**src/rtl/fft_pkg.sv**
```systemverilog
// Shared constants, sample payload and state encoding for the FFT front end.
package fft_pkg;

    localparam int unsigned SAMPLE_W = 16;
    localparam int unsigned N_POINTS = 16;
    localparam int unsigned LOG2_N   = 4;

    typedef struct packed {
        logic [SAMPLE_W-1:0] re;
        logic [SAMPLE_W-1:0] im;
    } sample_t;

    typedef enum logic {FILL, WAIT} state_e;

    function automatic logic [LOG2_N-1:0] bitrev4(input logic [LOG2_N-1:0] idx);
        return {idx[0], idx[1], idx[2], idx[3]};
    endfunction

endpackage

```
**src/rtl/fft_input_framer.sv**
```systemverilog
// Collects 16 complex samples into a fill buffer and publishes each complete
// frame on registered parallel buses, spacing publishes by at least HOLD_CYCLES.
module fft_input_framer
    import fft_pkg::*;
#(
    parameter int unsigned HOLD_CYCLES = 24,
    parameter int unsigned BIT_REVERSE = 0
) (
    input  logic                clk,
    input  logic                rst,
    input  logic                in_valid,
    output logic                in_ready,
    input  logic                in_sof,
    input  logic [SAMPLE_W-1:0] in_real,
    input  logic [SAMPLE_W-1:0] in_imag,
    output logic [SAMPLE_W-1:0] output_real0,
    output logic [SAMPLE_W-1:0] output_real1,
    output logic [SAMPLE_W-1:0] output_real2,
    output logic [SAMPLE_W-1:0] output_real3,
    output logic [SAMPLE_W-1:0] output_real4,
    output logic [SAMPLE_W-1:0] output_real5,
    output logic [SAMPLE_W-1:0] output_real6,
    output logic [SAMPLE_W-1:0] output_real7,
    output logic [SAMPLE_W-1:0] output_real8,
    output logic [SAMPLE_W-1:0] output_real9,
    output logic [SAMPLE_W-1:0] output_real10,
    output logic [SAMPLE_W-1:0] output_real11,
    output logic [SAMPLE_W-1:0] output_real12,
    output logic [SAMPLE_W-1:0] output_real13,
    output logic [SAMPLE_W-1:0] output_real14,
    output logic [SAMPLE_W-1:0] output_real15,
    output logic [SAMPLE_W-1:0] output_imag0,
    output logic [SAMPLE_W-1:0] output_imag1,
    output logic [SAMPLE_W-1:0] output_imag2,
    output logic [SAMPLE_W-1:0] output_imag3,
    output logic [SAMPLE_W-1:0] output_imag4,
    output logic [SAMPLE_W-1:0] output_imag5,
    output logic [SAMPLE_W-1:0] output_imag6,
    output logic [SAMPLE_W-1:0] output_imag7,
    output logic [SAMPLE_W-1:0] output_imag8,
    output logic [SAMPLE_W-1:0] output_imag9,
    output logic [SAMPLE_W-1:0] output_imag10,
    output logic [SAMPLE_W-1:0] output_imag11,
    output logic [SAMPLE_W-1:0] output_imag12,
    output logic [SAMPLE_W-1:0] output_imag13,
    output logic [SAMPLE_W-1:0] output_imag14,
    output logic [SAMPLE_W-1:0] output_imag15,
    output logic                new_input_flag,
    output logic [7:0]          frame_count,
    output logic [7:0]          drop_count
);

    localparam int unsigned       CNT_W     = 8;
    localparam logic [CNT_W-1:0]  HOLD_LOAD = CNT_W'(HOLD_CYCLES - 1);
    localparam logic [LOG2_N-1:0] LAST_IDX  = LOG2_N'(N_POINTS - 1);

    state_e            state_q, state_d;
    logic [LOG2_N-1:0] wr_idx_q, wr_idx_d;
    logic [CNT_W-1:0]  hold_cnt_q, hold_cnt_d;
    logic [CNT_W-1:0]  frame_cnt_q, frame_cnt_d;
    logic [CNT_W-1:0]  drop_cnt_q, drop_cnt_d;
    logic              flag_q, flag_d;
    sample_t           fill_q [N_POINTS];
    sample_t           fill_d [N_POINTS];
    sample_t           out_q  [N_POINTS];
    sample_t           out_d  [N_POINTS];

    logic              accept;
    logic              publish;
    logic [LOG2_N-1:0] wr_addr;
    sample_t           in_sample;

    assign in_ready = rst & (state_q == FILL);

    // Next-state: fill, resync on sof, publish when the hold interval allows.
    always_comb begin
        state_d     = state_q;
        wr_idx_d    = wr_idx_q;
        hold_cnt_d  = (hold_cnt_q == '0) ? '0 : hold_cnt_q - CNT_W'(1);
        frame_cnt_d = frame_cnt_q;
        drop_cnt_d  = drop_cnt_q;
        flag_d      = flag_q;
        fill_d      = fill_q;
        out_d       = out_q;
        publish     = 1'b0;
        accept      = in_valid && (state_q == FILL);
        in_sample   = '{re: in_real, im: in_imag};
        wr_addr     = in_sof ? '0 : ((BIT_REVERSE != 0) ? bitrev4(wr_idx_q) : wr_idx_q);

        case (state_q)
            FILL: begin
                if (accept) begin
                    fill_d[wr_addr] = in_sample;
                    if (in_sof) begin
                        wr_idx_d = LOG2_N'(1);
                        if (wr_idx_q != '0 && drop_cnt_q != '1) begin
                            drop_cnt_d = drop_cnt_q + CNT_W'(1);
                        end
                    end else if (wr_idx_q == LAST_IDX) begin
                        if (hold_cnt_q == '0) begin
                            publish = 1'b1;
                        end else begin
                            state_d = WAIT;
                        end
                    end else begin
                        wr_idx_d = wr_idx_q + LOG2_N'(1);
                    end
                end
            end
            WAIT: begin
                if (hold_cnt_q == '0) begin
                    publish = 1'b1;
                    state_d = FILL;
                end
            end
            default: state_d = FILL;
        endcase

        // fill_d already carries the 16th sample when publishing on its accept edge.
        if (publish) begin
            out_d       = fill_d;
            hold_cnt_d  = HOLD_LOAD;
            flag_d      = ~flag_q;
            frame_cnt_d = frame_cnt_q + CNT_W'(1);
            wr_idx_d    = '0;
        end
    end

    always_ff @(posedge clk or negedge rst) begin
        if (!rst) begin
            state_q     <= FILL;
            wr_idx_q    <= '0;
            hold_cnt_q  <= '0;
            frame_cnt_q <= '0;
            drop_cnt_q  <= '0;
            flag_q      <= 1'b0;
            fill_q      <= '{default: '0};
            out_q       <= '{default: '0};
        end else begin
            state_q     <= state_d;
            wr_idx_q    <= wr_idx_d;
            hold_cnt_q  <= hold_cnt_d;
            frame_cnt_q <= frame_cnt_d;
            drop_cnt_q  <= drop_cnt_d;
            flag_q      <= flag_d;
            fill_q      <= fill_d;
            out_q       <= out_d;
        end
    end

    assign new_input_flag = flag_q;
    assign frame_count    = frame_cnt_q;
    assign drop_count     = drop_cnt_q;

    assign output_real0  = out_q[0].re;
    assign output_real1  = out_q[1].re;
    assign output_real2  = out_q[2].re;
    assign output_real3  = out_q[3].re;
    assign output_real4  = out_q[4].re;
    assign output_real5  = out_q[5].re;
    assign output_real6  = out_q[6].re;
    assign output_real7  = out_q[7].re;
    assign output_real8  = out_q[8].re;
    assign output_real9  = out_q[9].re;
    assign output_real10 = out_q[10].re;
    assign output_real11 = out_q[11].re;
    assign output_real12 = out_q[12].re;
    assign output_real13 = out_q[13].re;
    assign output_real14 = out_q[14].re;
    assign output_real15 = out_q[15].re;
    assign output_imag0  = out_q[0].im;
    assign output_imag1  = out_q[1].im;
    assign output_imag2  = out_q[2].im;
    assign output_imag3  = out_q[3].im;
    assign output_imag4  = out_q[4].im;
    assign output_imag5  = out_q[5].im;
    assign output_imag6  = out_q[6].im;
    assign output_imag7  = out_q[7].im;
    assign output_imag8  = out_q[8].im;
    assign output_imag9  = out_q[9].im;
    assign output_imag10 = out_q[10].im;
    assign output_imag11 = out_q[11].im;
    assign output_imag12 = out_q[12].im;
    assign output_imag13 = out_q[13].im;
    assign output_imag14 = out_q[14].im;
    assign output_imag15 = out_q[15].im;

endmodule

```
**config.mk**
```make
export PLATFORM = sky130hd
export DESIGN_NAME = fft_input_framer
export DESIGN_NICKNAME = d
export VERILOG_FILES = /design/src/rtl/fft_pkg.sv /design/src/rtl/fft_input_framer.sv
export SDC_FILE = /design/constraint.sdc
export NUM_CORES = 1
export LEC_CHECK = 0
export ABC_AREA = 0
export CAP_MARGIN = 20
export CORE_AREA = 2 2 273 275
export CTS_BUF_LIST = sky130_fd_sc_hd__clkbuf_4
export DETAILED_ROUTE_END_ITERATION = 10
export DIE_AREA = 0 0 275 277
export PLACE_DENSITY = 0.89
export SLEW_MARGIN = 20
export SYNTH_ARGS = -nofsm -noshare
export SYNTH_HDL_FRONTEND = slang
export SYNTH_SLANG_ARGS = --single-unit
```
**constraint.sdc**
```tcl
create_clock -name clk -period 3 [get_ports clk]
set_clock_uncertainty 0.05 [all_clocks]
set_input_delay 0.75 -clock clk [delete_from_list [all_inputs] [get_ports clk]]
set_output_delay 0.75 -clock clk [all_outputs]
set_load 0.02 [all_outputs]
```
---- Word-level counts from Yosys, hierarchy flattened ----
Index checks and enable logic that the tools add are counted.
word-level totals
  register bits ........................... 1054
  input bits .............................. 36
  output and inout bits ................... 530
operators by class
  $add $sub $neg .......................... 4
  order comparisons ....................... 2
  equal/unequal tests ..................... 4
  muxes and demuxes ....................... 23
  bitwise logic cells ..................... 4
  reduce and logical (&&, ||, !) cells .... 8
operators with widths
  operator             count
  $mux 512             2
  $bwmux 512           1
  $demux 32 s4         1
  $mux 32              1
  $mux 4               6
  $add 8x1->8 const B  2
  $mux 8               2
  $logic_not 8->1      1
  $mux 1               8
  $ne 8x8->1 const B   1
  $sub 8x1->8 const B  1
  $ge 5x5->1 const B   1
  $lt 5x1->1 const B   1
  $not 4->5            1
  $add 4x1->4 const B  1
  $eq 4x4->1 const B   1
  $pmux 1 s2           2
  $reduce_and 4->1     1
  $reduce_bool 4->1    1
  $logic_and 1x1->1    3
  $ne 3x3->1 const B   1
  $reduce_and 3->1     1
  $ne 2x1->1 const B   1
  $not 1->1            2
  2 further kinds      2

---- Logic depth before layout (Yosys ltp) ----
  depth after elaboration ................. 9
  gate-level depth with buffers ........... 10

---- Worst setup path after synthesis ----
OpenSTA, ideal clock, no wires.
  kind .................................... input to register
  from .................................... in in_sof
  to ...................................... reg out_q, in the netlist output_imag7[10]
  library setup time ...................... 125 ps
  data arrival time ....................... 2456 ps
  required time ........................... 2825 ps
  setup slack ............................. 370 ps
  cell stages on the path ................. 7
  path through ............................ buf_2 -> nor3b_1 -> and4_1 -> clkbuf_1 -> buf_2 -> mux2_2 -> mux2_2
RTL lines
  element               RTL line                 RTL
  from (decl)           fft_input_framer.sv:13   input logic in_sof,
  to (signal assigned)  fft_input_framer.sv:147  out_q <= out_d;
  to (decl)             fft_input_framer.sv:65   sample_t out_q [N_POINTS];

---- Worst setup path after layout ----
  from .................................... reg out_q, in the netlist output_real10[13]
  to ...................................... out output_real10[13]
RTL lines
  element    RTL line                RTL
  to (decl)  fft_input_framer.sv:26  output logic [SAMPLE_W-1:0] output_real10,
No word-level cell between the ends.

==> metrics.md <==
| Metric | Value |
|---|---|
| CTS sink cnt | 1,054 |
| Clock transition at the registers of the reported paths | 0.08 ns |
| CP Buf/Inv Count | 1 |
| Critical path type | reg2out |
| Layout area overhead | 26.23% |
| CORE AREA | 0.07357 mm2 |
| Die X | 275 um |
| Hold Fails Final Rpt | 0 |
| Post-synth ARST share | 1.000 |
| Max reg flops | 512 |
| Final WL | 104,000 um |
| Die Y | 277 um |
| Most frequent cells in the layout | dfrtp_1, mux2_2, clkdlybuf4s50_1, clkbuf_4, dlygate4sd2_1 |
| CTS tree | yes |
| Vias per inst | 5.526 |
| Fmax | 0.3456 GHz |
| DP HPWL | 67,150 um |
| Post CTS Setup Buffer Count | 0 |
| Ys Warns | 0 |
| Largest net degree at the start of global routing | 183 |
| Final setup viols | 0 |
| Status | completed |
| First DRT Iteration DRCs | 1,233 |
| # port buffers | 565 |
| Power, Total | 0.03564 W |
| Syn Nets | 2,396 |
| Initial antenna violation count | 1 |
| Cell Chain, Critical Path | clkdlybuf4s50_1 |
| Top_reg_cell synth | dfrtp_1 |
| Avg Inst Size Synth | 16.93 um2 |
| Slowest CP cell | clkdlybuf4s50_1 |
| Worst slew margin | 0.3886 |
| Initial Utilization | 0.5420 |
| Family with the most delay on the worst path | buffers and inverters |
| Final routed DRC violation total | 0 |
| Layout cells sized above 1 | 0.4664 |
| Worst-skew pair later-pin latency | 1.11 ns |
| Clock Tree Root | clkbuf_4 |
| Die area | 0.07618 mm2 |
| Congestion Overflow GR | 0 |
| Vias in the first global route | 26,670 |
| Post-synthesis sequential area ratio | 0.6614 |
| Routed wire per std cell | 24.34 um |
| WP data arrival | 2.09 ns |
| Worst Setup Start Kind | register |
| Worst IR Drop VDD | 434.7 uV |
| Post-route minimum period | 2.894 ns |
| Synth Instances | 2,355 |
| DRT antenna net count | 0 |
| Via count | 23,600 |
| Leakage | 26.80 nW |
| CTS Buf Count | 281 |
| Fillers | 4,690 |
| Fin. max-slew vios | 0 |
| Largest Register | fill_q |
| Worst-path fanout max | 2 |
| Final #Nets | 3,196 |
| Top Ports | 566 |
| Synth unique cells | 47 |
| First-pass GRT wire length | 159,100 um |
| # Max-Cap Violations | 0 |
| CTS Buffer Depth | 4 |
| Crit-path max cell delay | 0.64 ns |
| Number of flops mapped to enable cells by yosys | 0 |
| FF+latch count, synth | 1,054 |
| All-Layer GR Usage | 0.2760 |
| Crit share post-route | 0.9645 |
| GPL Wtd Cong | 0.8505 |
| Syn Std Cell Area | 0.03988 mm2 |
| Setup crit end kind | primary output |
| Row cnt | 100 |
| DRT Pass-1 Iters | 5 |
| Hold WC Path Type | in2async |
| H-tree levels | 5 |
| Hold_ws | 0.2629 ns |
| CP required | 2.20 ns |
| Slew @ Worst Pin | 0.9170 ns |
| Pwr/cell area | 708.1 mW/mm2 |
| Commonest non-fill, non-tap cell in the layout | dfrtp_1 |
==> logic make-up after synthesis <==
group | after synthesis | synth area share
multiplexers | 1029 | 0.2999
AND/OR/NAND/NOR | 75 | 0.01126
flip-flops | 1054 | 0.6614
buffers and inverters | 154 | 0.01867
XOR/XNOR | 16 | 0.003514
AO/OA/AOI/OAI | 22 | 0.003609
adder cells (fa/ha/maj) | 5 | 0.001569
==> synth_stat cells, types with 2 or more instances <==
cell,instances,area share
mux2i_1,2,0.00050
nor3_1,6,0.00075
buf_2,61,0.0077
nand2_1,17,0.0016
and3b_1,3,0.00066
o22ai_1,2,0.00031
buf_1,23,0.0022
clkbuf_1,51,0.0048
nor2_1,7,0.00066
nand2b_1,2,0.00031
nor3b_1,3,0.00056
mux2_4,100,0.038
a21oi_1,5,0.00063
dfrtp_1,1054,0.66
mux2_2,918,0.26
buf_6,12,0.0034
mux2_1,9,0.0025
nor2b_1,4,0.00063
inv_1,7,0.00066
xor2_1,11,0.0024
nor4_1,6,0.00094
xnor2_1,5,0.0011
nand3_1,9,0.0011
nand4_1,5,0.00078
or3b_2,2,0.00044
o21ai_0,6,0.00075
ha_1,5,0.0016
==> power by group <==
| group | total [W] | switching [W] | leakage (nW) | internal, W |
|---|---|---|---|---|
| logic | 0.00608 | 0.00301 | 10.7 | 0.00307 |
| clock network | 0.0116 | 0.00559 | 1.89 | 0.00599 |
| registers | 0.0180 | 0.00100 | 14.2 | 0.0170 |
| total | 0.0356 | 0.00960 | 26.8 | 0.0260 |
==> final timing paths <==
kind                                          startpoint                           end  slack (ns)  cells past startpoint
min in group clk              frame_count[7]$_DFFE_PN0P_    frame_count[7]$_DFFE_PN0P_        0.43                      1
min reg2reg                   frame_count[7]$_DFFE_PN0P_    frame_count[7]$_DFFE_PN0P_        0.43                      1
min                                                  rst  output_imag12[8]$_DFFE_PN0P_        0.26                      3
max                        output_real10[13]$_DFFE_PN0P_             output_real10[13]        0.11                      1
max in group asynchronous                            rst  output_real11[7]$_DFFE_PN0P_        1.23                      4
max reg2reg                      hold_cnt_q[0]$_DFF_PN0_   output_real3[0]$_DFFE_PN0P_        0.40                      8
==> timing repair <==
action,4_1_cts,5_1_grt
endpoints found under the hold margin,71,0
gates cloned,0,0
pin swaps,0,0
endpoints found under the setup margin,132,48
hold buffers,1,0
resized for setup,133,49
==> final cells by class <==
class                           instances  area (um2)  share of cell area
Antenna cell                            2       5.005          0.00009943
Clock buffer                          383        2875             0.05712
Clock inverter                         45       234.0            0.004648
Multi-Input combinational cell       1147       12800              0.2543
Inverter                                7       26.28           0.0005220
Tap cell                              969        1212             0.02409
Timing Repair Buffer                  664        6805              0.1352
Sequential cell                      1054       26380              0.5240
==> metal layers <==
metal,up-vias,track usage,share of wire
li1,10020,-,-
met1,12470,0.3228,0.37
met2,865,0.4624,0.51
met3,246,0.08376,0.069
met4,0,0.1346,0.046
met5,-,0,0
==> worst reg2reg max path, delay by kind of cell, from the launching register on <==
family / cells / cell delay [ns]
adder cells (fa/ha/maj): 1 / 0.25
buffers and inverters: 3 / 0.52
flip-flops: 1 / 0.40
multiplexers: 1 / 0.32
AND/OR/NAND/NOR: 3 / 0.93
==> metrics by stage <==
stage	cell area, um2	cells	setup slack, ns	util	setup TNS, ns
2_1_floorplan	39880	2355	0.3696	-	0
3_3_place_gp	47260	3840	0.01389	0.6424	0
3_5_place_dp	47260	3840	-0.01380	0.6424	-0.03438
4_1_cts	50210	4269	0.0001790	0.6825	0
5_1_grt	50330	4270	-0.01182	0.6841	-0.04777
6_report	50330	4271	0.1065	0.6842	0
Power figures use the tool's default switching activity.
